### config.mk
export PLATFORM = sky130hd
export DESIGN_NAME = push_button_debounce_flat
export DESIGN_NICKNAME = d
export VERILOG_FILES = /design/src/rtl/push_button_pkg.sv /design/src/rtl/push_button_debounce_if.sv /design/src/rtl/sync_2ff.sv /design/src/rtl/push_button_debounce.sv /design/src/flat_wrapper.sv
export SDC_FILE = /design/constraint.sdc
export NUM_CORES = 1
export LEC_CHECK = 0
export BUFFER_PORTS_ARGS = -buffer_cell sky130_fd_sc_hd__buf_4
export CAP_MARGIN = 20
export CORE_UTILIZATION = 67
export CTS_BUF_LIST = sky130_fd_sc_hd__clkbuf_8
export CTS_CLUSTER_DIAMETER = 100
export DETAILED_ROUTE_END_ITERATION = 8
export PLACE_DENSITY = 0.82
export SYNTH_ARGS = -nofsm -noshare
export SYNTH_HDL_FRONTEND = slang
export SYNTH_SLANG_ARGS = --single-unit
### constraint.sdc
create_clock -name i_clk -period 5.18 [get_ports i_clk]
set_clock_uncertainty 0.15 [all_clocks]
set_input_delay 0.259 -clock i_clk [delete_from_list [all_inputs] [get_ports i_clk]]
set_output_delay 0.259 -clock i_clk [all_outputs]
set_load 0.05 [all_outputs]
### src/rtl/push_button_pkg.sv
// Shared FSM state encoding and default cycle counts for the push-button debouncer.
package push_button_pkg;

  typedef enum logic [1:0] {
    ST_RELEASED     = 2'd0,
    ST_PRESS_WAIT   = 2'd1,
    ST_PRESSED      = 2'd2,
    ST_RELEASE_WAIT = 2'd3
  } pb_state_e;

  localparam int unsigned DEF_DEBOUNCE_CYCLES   = 1000000;
  localparam int unsigned DEF_LONG_PRESS_CYCLES = 50000000;
  localparam int unsigned DEF_REPEAT_CYCLES     = 10000000;

endpackage

### src/rtl/push_button_debounce_if.sv
// Button-side signal bundle; master drives the raw button, slave is the debouncer.
// o_long_press exists only when PUSH_BUTTON_LONG_PRESS_EN is defined.
interface push_button_debounce_if;
  logic i_push_button_n;
  logic o_button_n;
  logic o_press_pulse;
  logic o_release_pulse;
`ifdef PUSH_BUTTON_LONG_PRESS_EN
  logic o_long_press;

  modport master (output i_push_button_n,
                  input  o_button_n, input o_press_pulse, input o_release_pulse,
                  input  o_long_press);
  modport slave  (input  i_push_button_n,
                  output o_button_n, output o_press_pulse, output o_release_pulse,
                  output o_long_press);
`else
  modport master (output i_push_button_n,
                  input  o_button_n, input o_press_pulse, input o_release_pulse);
  modport slave  (input  i_push_button_n,
                  output o_button_n, output o_press_pulse, output o_release_pulse);
`endif
endinterface

### src/rtl/sync_2ff.sv
// Two-flop synchronizer for a single asynchronous bit; 2-cycle latency, reset value parameterised.
module sync_2ff #(
  parameter logic RESET_VAL = 1'b0
) (
  input  logic i_clk,
  input  logic i_reset,
  input  logic i_d,
  output logic o_q
);

  logic meta_q;
  logic sync_q;

  always_ff @(posedge i_clk) begin
    if (i_reset) begin
      meta_q <= RESET_VAL;
      sync_q <= RESET_VAL;
    end else begin
      meta_q <= i_d;
      sync_q <= meta_q;
    end
  end

  assign o_q = sync_q;

endmodule

### src/rtl/push_button_debounce.sv
// Debounces an active-low push button; level/pulses change DEBOUNCE_CYCLES+2 cycles after a stable raw edge.
// PUSH_BUTTON_LONG_PRESS_EN adds a hold counter driving o_long_press (first event, then auto-repeat).
module push_button_debounce
  import push_button_pkg::*;
#(
  parameter int unsigned DEBOUNCE_CYCLES   = DEF_DEBOUNCE_CYCLES,
  parameter int unsigned LONG_PRESS_CYCLES = DEF_LONG_PRESS_CYCLES,
  parameter int unsigned REPEAT_CYCLES     = DEF_REPEAT_CYCLES
) (
  input  logic                   i_clk,
  input  logic                   i_reset,
  push_button_debounce_if.slave  bus
);

  localparam int unsigned CNT_W = $clog2(DEBOUNCE_CYCLES + 1);
  // The sample that leaves a stable state is the first of the run, so the
  // wait state accepts after DEBOUNCE_CYCLES-1 further samples.
  localparam logic [CNT_W-1:0] ACCEPT_CNT = CNT_W'(DEBOUNCE_CYCLES - 2);

  if (DEBOUNCE_CYCLES < 2 || REPEAT_CYCLES < 1 || REPEAT_CYCLES > LONG_PRESS_CYCLES) begin : g_bad_cfg
    $error("push_button_debounce: unsupported cycle-count parameters");
  end

  logic             sync;
  pb_state_e        state_q, state_d;
  logic [CNT_W-1:0] cnt_q, cnt_d;
  logic             button_q, button_d;
  logic             press_q, press_d;
  logic             release_q, release_d;

  sync_2ff #(.RESET_VAL(1'b1)) u_sync (
    .i_clk   (i_clk),
    .i_reset (i_reset),
    .i_d     (bus.i_push_button_n),
    .o_q     (sync)
  );

  always_ff @(posedge i_clk) begin
    if (i_reset) begin
      state_q   <= ST_RELEASED;
      cnt_q     <= '0;
      button_q  <= 1'b1;
      press_q   <= 1'b0;
      release_q <= 1'b0;
    end else begin
      state_q   <= state_d;
      cnt_q     <= cnt_d;
      button_q  <= button_d;
      press_q   <= press_d;
      release_q <= release_d;
    end
  end

  always_comb begin
    state_d   = state_q;
    cnt_d     = cnt_q;
    button_d  = button_q;
    press_d   = 1'b0;
    release_d = 1'b0;
    unique case (state_q)
      ST_RELEASED: begin
        if (!sync) begin
          state_d = ST_PRESS_WAIT;
          cnt_d   = '0;
        end
      end
      ST_PRESS_WAIT: begin
        if (sync) begin
          state_d = ST_RELEASED;
          cnt_d   = '0;
        end else if (cnt_q == ACCEPT_CNT) begin
          state_d  = ST_PRESSED;
          cnt_d    = '0;
          button_d = 1'b0;
          press_d  = 1'b1;
        end else begin
          cnt_d = cnt_q + 1'b1;
        end
      end
      ST_PRESSED: begin
        if (sync) begin
          state_d = ST_RELEASE_WAIT;
          cnt_d   = '0;
        end
      end
      ST_RELEASE_WAIT: begin
        if (!sync) begin
          state_d = ST_PRESSED;
          cnt_d   = '0;
        end else if (cnt_q == ACCEPT_CNT) begin
          state_d   = ST_RELEASED;
          cnt_d     = '0;
          button_d  = 1'b1;
          release_d = 1'b1;
        end else begin
          cnt_d = cnt_q + 1'b1;
        end
      end
      default: begin
        state_d = ST_RELEASED;
        cnt_d   = '0;
      end
    endcase
  end

  assign bus.o_button_n      = button_q;
  assign bus.o_press_pulse   = press_q;
  assign bus.o_release_pulse = release_q;

`ifdef PUSH_BUTTON_LONG_PRESS_EN
  localparam int unsigned HOLD_W = $clog2(LONG_PRESS_CYCLES + 1);
  localparam logic [HOLD_W-1:0] LONG_T   = HOLD_W'(LONG_PRESS_CYCLES);
  localparam logic [HOLD_W-1:0] REPEAT_T = HOLD_W'(REPEAT_CYCLES);

  logic [HOLD_W-1:0] hold_q, hold_d;
  logic [HOLD_W-1:0] hold_inc;
  logic              seen_q, seen_d;
  logic              long_q, long_d;

  always_ff @(posedge i_clk) begin
    if (i_reset) begin
      hold_q <= '0;
      seen_q <= 1'b0;
      long_q <= 1'b0;
    end else begin
      hold_q <= hold_d;
      seen_q <= seen_d;
      long_q <= long_d;
    end
  end

  // One counter serves both the initial long-press interval and the repeat period.
  always_comb begin
    hold_d   = hold_q;
    seen_d   = seen_q;
    long_d   = 1'b0;
    hold_inc = hold_q + 1'b1;
    if (state_d == ST_RELEASED) begin
      hold_d = '0;
      seen_d = 1'b0;
    end else if (state_q == ST_PRESSED && state_d == ST_PRESSED) begin
      if (hold_inc == (seen_q ? REPEAT_T : LONG_T)) begin
        hold_d = '0;
        seen_d = 1'b1;
        long_d = 1'b1;
      end else begin
        hold_d = hold_inc;
      end
    end
  end

  assign bus.o_long_press = long_q;
`endif

endmodule

### src/flat_wrapper.sv
// flat-port wrapper written by rule: the top's interface ports become plain ports
module push_button_debounce_flat import push_button_pkg::*;
#(
  parameter int unsigned DEBOUNCE_CYCLES   = DEF_DEBOUNCE_CYCLES,
  parameter int unsigned LONG_PRESS_CYCLES = DEF_LONG_PRESS_CYCLES,
  parameter int unsigned REPEAT_CYCLES     = DEF_REPEAT_CYCLES
)
  (i_clk, i_reset, bus_i_push_button_n, bus_o_button_n, bus_o_press_pulse, bus_o_release_pulse);
  push_button_debounce_if bus_i ();
  input  logic i_clk;
  input  logic i_reset;
  input wire logic [$bits(bus_i.i_push_button_n)-1:0] bus_i_push_button_n;
  output wire logic [$bits(bus_i.o_button_n)-1:0] bus_o_button_n;
  output wire logic [$bits(bus_i.o_press_pulse)-1:0] bus_o_press_pulse;
  output wire logic [$bits(bus_i.o_release_pulse)-1:0] bus_o_release_pulse;
  assign bus_i.i_push_button_n = bus_i_push_button_n;
  assign bus_o_button_n = bus_i.o_button_n;
  assign bus_o_press_pulse = bus_i.o_press_pulse;
  assign bus_o_release_pulse = bus_i.o_release_pulse;
  push_button_debounce #(.DEBOUNCE_CYCLES(DEBOUNCE_CYCLES), .LONG_PRESS_CYCLES(LONG_PRESS_CYCLES), .REPEAT_CYCLES(REPEAT_CYCLES)) u_core (.i_clk(i_clk), .i_reset(i_reset), .bus(bus_i));
endmodule
==> impl_metrics.env <==
export IMPL_status="complete, no violations"
export IMPL_critPathLaunch="u_core.cnt_q[0]"
export IMPL_clk_path_buf_depth=2
export IMPL_timing_rr_end="u_core.cnt_q[10]"
export IMPL_yosysWarnings=0
export IMPL_clkPwrFrac=0.343
export IMPL_cts_root_buf="clkbuf_8"
export IMPL_fin_setup_tns_ps=0
export IMPL_hold_ws_ps=15.5
export IMPL_syn_to_final_growth_pct=6.29
export IMPL_post_cts_setup_buffers=0
export IMPL_power_density_mw_per_mm2=232
export IMPL_htreeDepth=1
export IMPL_crit_path_end="u_core.cnt_q[10]"
export IMPL_path_class="reg -> reg"
export IMPL_p_sw_uw=74.4
export IMPL_ir_drop_mv=0.264
export IMPL_cts_tree="built"
export IMPL_synthDistinctLibCells=46
export IMPL_fmax_mhz=432
export IMPL_finalSetupViolCount=0
export IMPL_synth_cells=160
export IMPL_synth_area_sq_mm=0.00139
export IMPL_cts_buffers=3
export IMPL_cts_sinks=27
export IMPL_die_w_um=47.6
export IMPL_reg2reg_depth=8
export IMPL_drv_cap=0
export IMPL_synth_top_flop_cell="dfxtp_1"
export IMPL_clk_pin_slew_ps=100
export IMPL_ys_seq_elements=27
export IMPL_final_nets=168
export IMPL_drc=0
export IMPL_portBuffers=5
export IMPL_wl_per_cell_um=14.1
export IMPL_drt_iter0_drc=33
export IMPL_internal_power_uw=269
export IMPL_period_minus_slack_ps=2320
export IMPL_place_congestion=0.840
export IMPL_row_count=16
export IMPL_ios=6
export IMPL_tightest_slew_ps=642
export IMPL_min_path_type="in -> reg"
export IMPL_crit_path_max_incr_delay_ps=460
export IMPL_start_util=0.710
export IMPL_pwr_share_comb=0.044
export IMPL_endpoint_kind="register"
export IMPL_vias=1178
export IMPL_synth_edff_count=0
export IMPL_antenna_found_initial=0
export IMPL_cp_buffers_inverters=2
export IMPL_gr_total_overflow=0
export IMPL_drive_gt1_frac=0.111
export IMPL_swShare=0.217
export IMPL_die_h_um=47.6
export IMPL_syn_nets=165
export IMPL_synthArstFlopShare=0
export IMPL_clk_latency_ps=270
export IMPL_viasPerCell=6.23
export IMPL_fill_cells=160
export IMPL_critPathLaunchType="register"
export IMPL_worstPathMaxFanout=23
export IMPL_cp_slowest_cell="a211oi_4"
export IMPL_ant_nets=0
export IMPL_diodes=0
export IMPL_wl_um=2660
export IMPL_crit_arrival_ps=2360
export IMPL_crit_chain="inv_1, ha_1, and3b_1, and4_4, a211oi_4, buf_8, or2b_1, a31oi_1"
export IMPL_grt_max_degree=34
export IMPL_post_cts_resized=0
export IMPL_required_ps=5230
export IMPL_hold_viol_final=0
export IMPL_mostFrequentLayoutCell="dfxtp_1"
export IMPL_synth_avg_cell_area_sq_um=8.70
export IMPL_drv_slew=0
export IMPL_path_delay_family="compound AO/OA/AOI/OAI gates"
export IMPL_grt_pass1_wl_um=3930
export IMPL_coreArea_sq_mm=0.00196
export IMPL_hpwl_um=1890
export IMPL_relSlewSlack=0.569
export IMPL_r2r_setup_slack_ps=2860
export IMPL_p_leak_uw=0.000531
export IMPL_cts_hold_buf=0
export IMPL_first_global_vias=927
export IMPL_cp_num_cells=8
export IMPL_die_area_sq_mm=0.00226
export IMPL_firstDrtPassIters=4
export IMPL_rsz0062_at_grt="no"
export IMPL_finalCritPeriodShare=0.447
export IMPL_globalRouteTotalUtil=0.247
export IMPL_ys_seq_area_frac=0.388
export IMPL_timing_rr_start="u_core.cnt_q[0]"
export IMPL_final_cell_mix="dfxtp_1 (27), a21oi_1 (20), nand3_1 (12)"
export IMPL_pwr_share_seq=0.613
metrics by stage:
stage               setup WS [ps]  area (sq um)  total power, uW  instances  utilization
floorplan                    3270          1390              226        160            -
global route                 2730          1480              353        189        0.754
finish                       2860          1480              343        189        0.754
CTS                          2560          1470              344        188        0.747
global placement             2680          1420              230        184        0.723
detailed placement           2620          1420              230        184        0.723
how the worst min path moves through the flow:
stage,cells past startpoint,from,endpoint
floorplan,1,bus_i_push_button_n,u_core.u_sync.meta_q
global placement,1,u_core.u_sync.meta_q,u_core.u_sync.o_q
detailed placement,1,u_core.u_sync.meta_q,u_core.u_sync.o_q
CTS,2,bus_i_push_button_n,u_core.u_sync.meta_q
global route,2,bus_i_push_button_n,u_core.u_sync.meta_q
finish,2,bus_i_push_button_n,u_core.u_sync.meta_q
registers in the layout, indices dropped and copies added, names as in the netlist, named ones only:
| name | count |
|---|---|
| u_core.bus.o_press_pulse | 1 |
| u_core.u_sync.meta_q | 1 |
| u_core.state_q | 1 |
| u_core.bus.o_button_n | 1 |
| u_core.cnt_q | 20 |
| u_core.u_sync.o_q | 1 |
| u_core.bus.o_release_pulse | 1 |
cell usage after synthesis (3+ instances only):
library cell	instances	area (sq um)
clkbuf_1	4	15.0
inv_1	4	15.0
a21oi_1	20	100
xnor2_1	3	26.3
nand4_1	5	31.3
nand2_1	9	33.8
a22o_1	4	35.0
dfxtp_1	27	541
a31oi_1	6	37.5
nor3_1	7	35.0
mux2i_1	6	60.1
nand3_1	12	60.1
nor2_1	9	33.8
or2_2	3	18.8
and3_1	3	18.8
power groups by stage:
stage | Combinational [uW] | Sequential (uW) | Clock [uW]
after floorplan | 10.9 | 215 | 0
after global placement | 14.6 | 215 | 0
after detailed placement | 15.1 | 215 | 0
after CTS | 15.1 | 210 | 119
after global routing | 16.8 | 211 | 126
final | 15.3 | 210 | 118
layer usage:
| layer | vias up | share of wire | GRT usage |
|---|---|---|---|
| met5 | - | 0 | 0 |
| met4 | 0 | 0.0079 | 0.100 |
| met3 | 2 | 0.031 | 0.0302 |
| met2 | 24 | 0.50 | 0.414 |
| met1 | 558 | 0.46 | 0.323 |
| li1 | 594 | - | - |
final cells by class:
class,count,area (sq um),share of cell area
clock buffer,3,41.3,0.0279
multi-input combinational,120,785,0.530
clock inverter,1,5.00,0.00338
sequential,27,541,0.365
timing repair buffer,7,60.1,0.0406
tap,27,33.8,0.0228
inverter,4,15.0,0.0101
cell families (layout without fill, tap and decap cells):
family	Yosys count	in the layout	share of synthesized area
AND/OR/NAND/NOR	70	70	0.304
AO/OA/AOI/OAI	38	38	0.173
flip-flops	27	27	0.388
buffers and inverters	13	15	0.0485
multiplexers	6	6	0.0431
XOR/XNOR	4	4	0.0252
adder cells (fa/ha/maj)	2	2	0.0180
No activity file was read; power rests on OpenSTA's default activity.
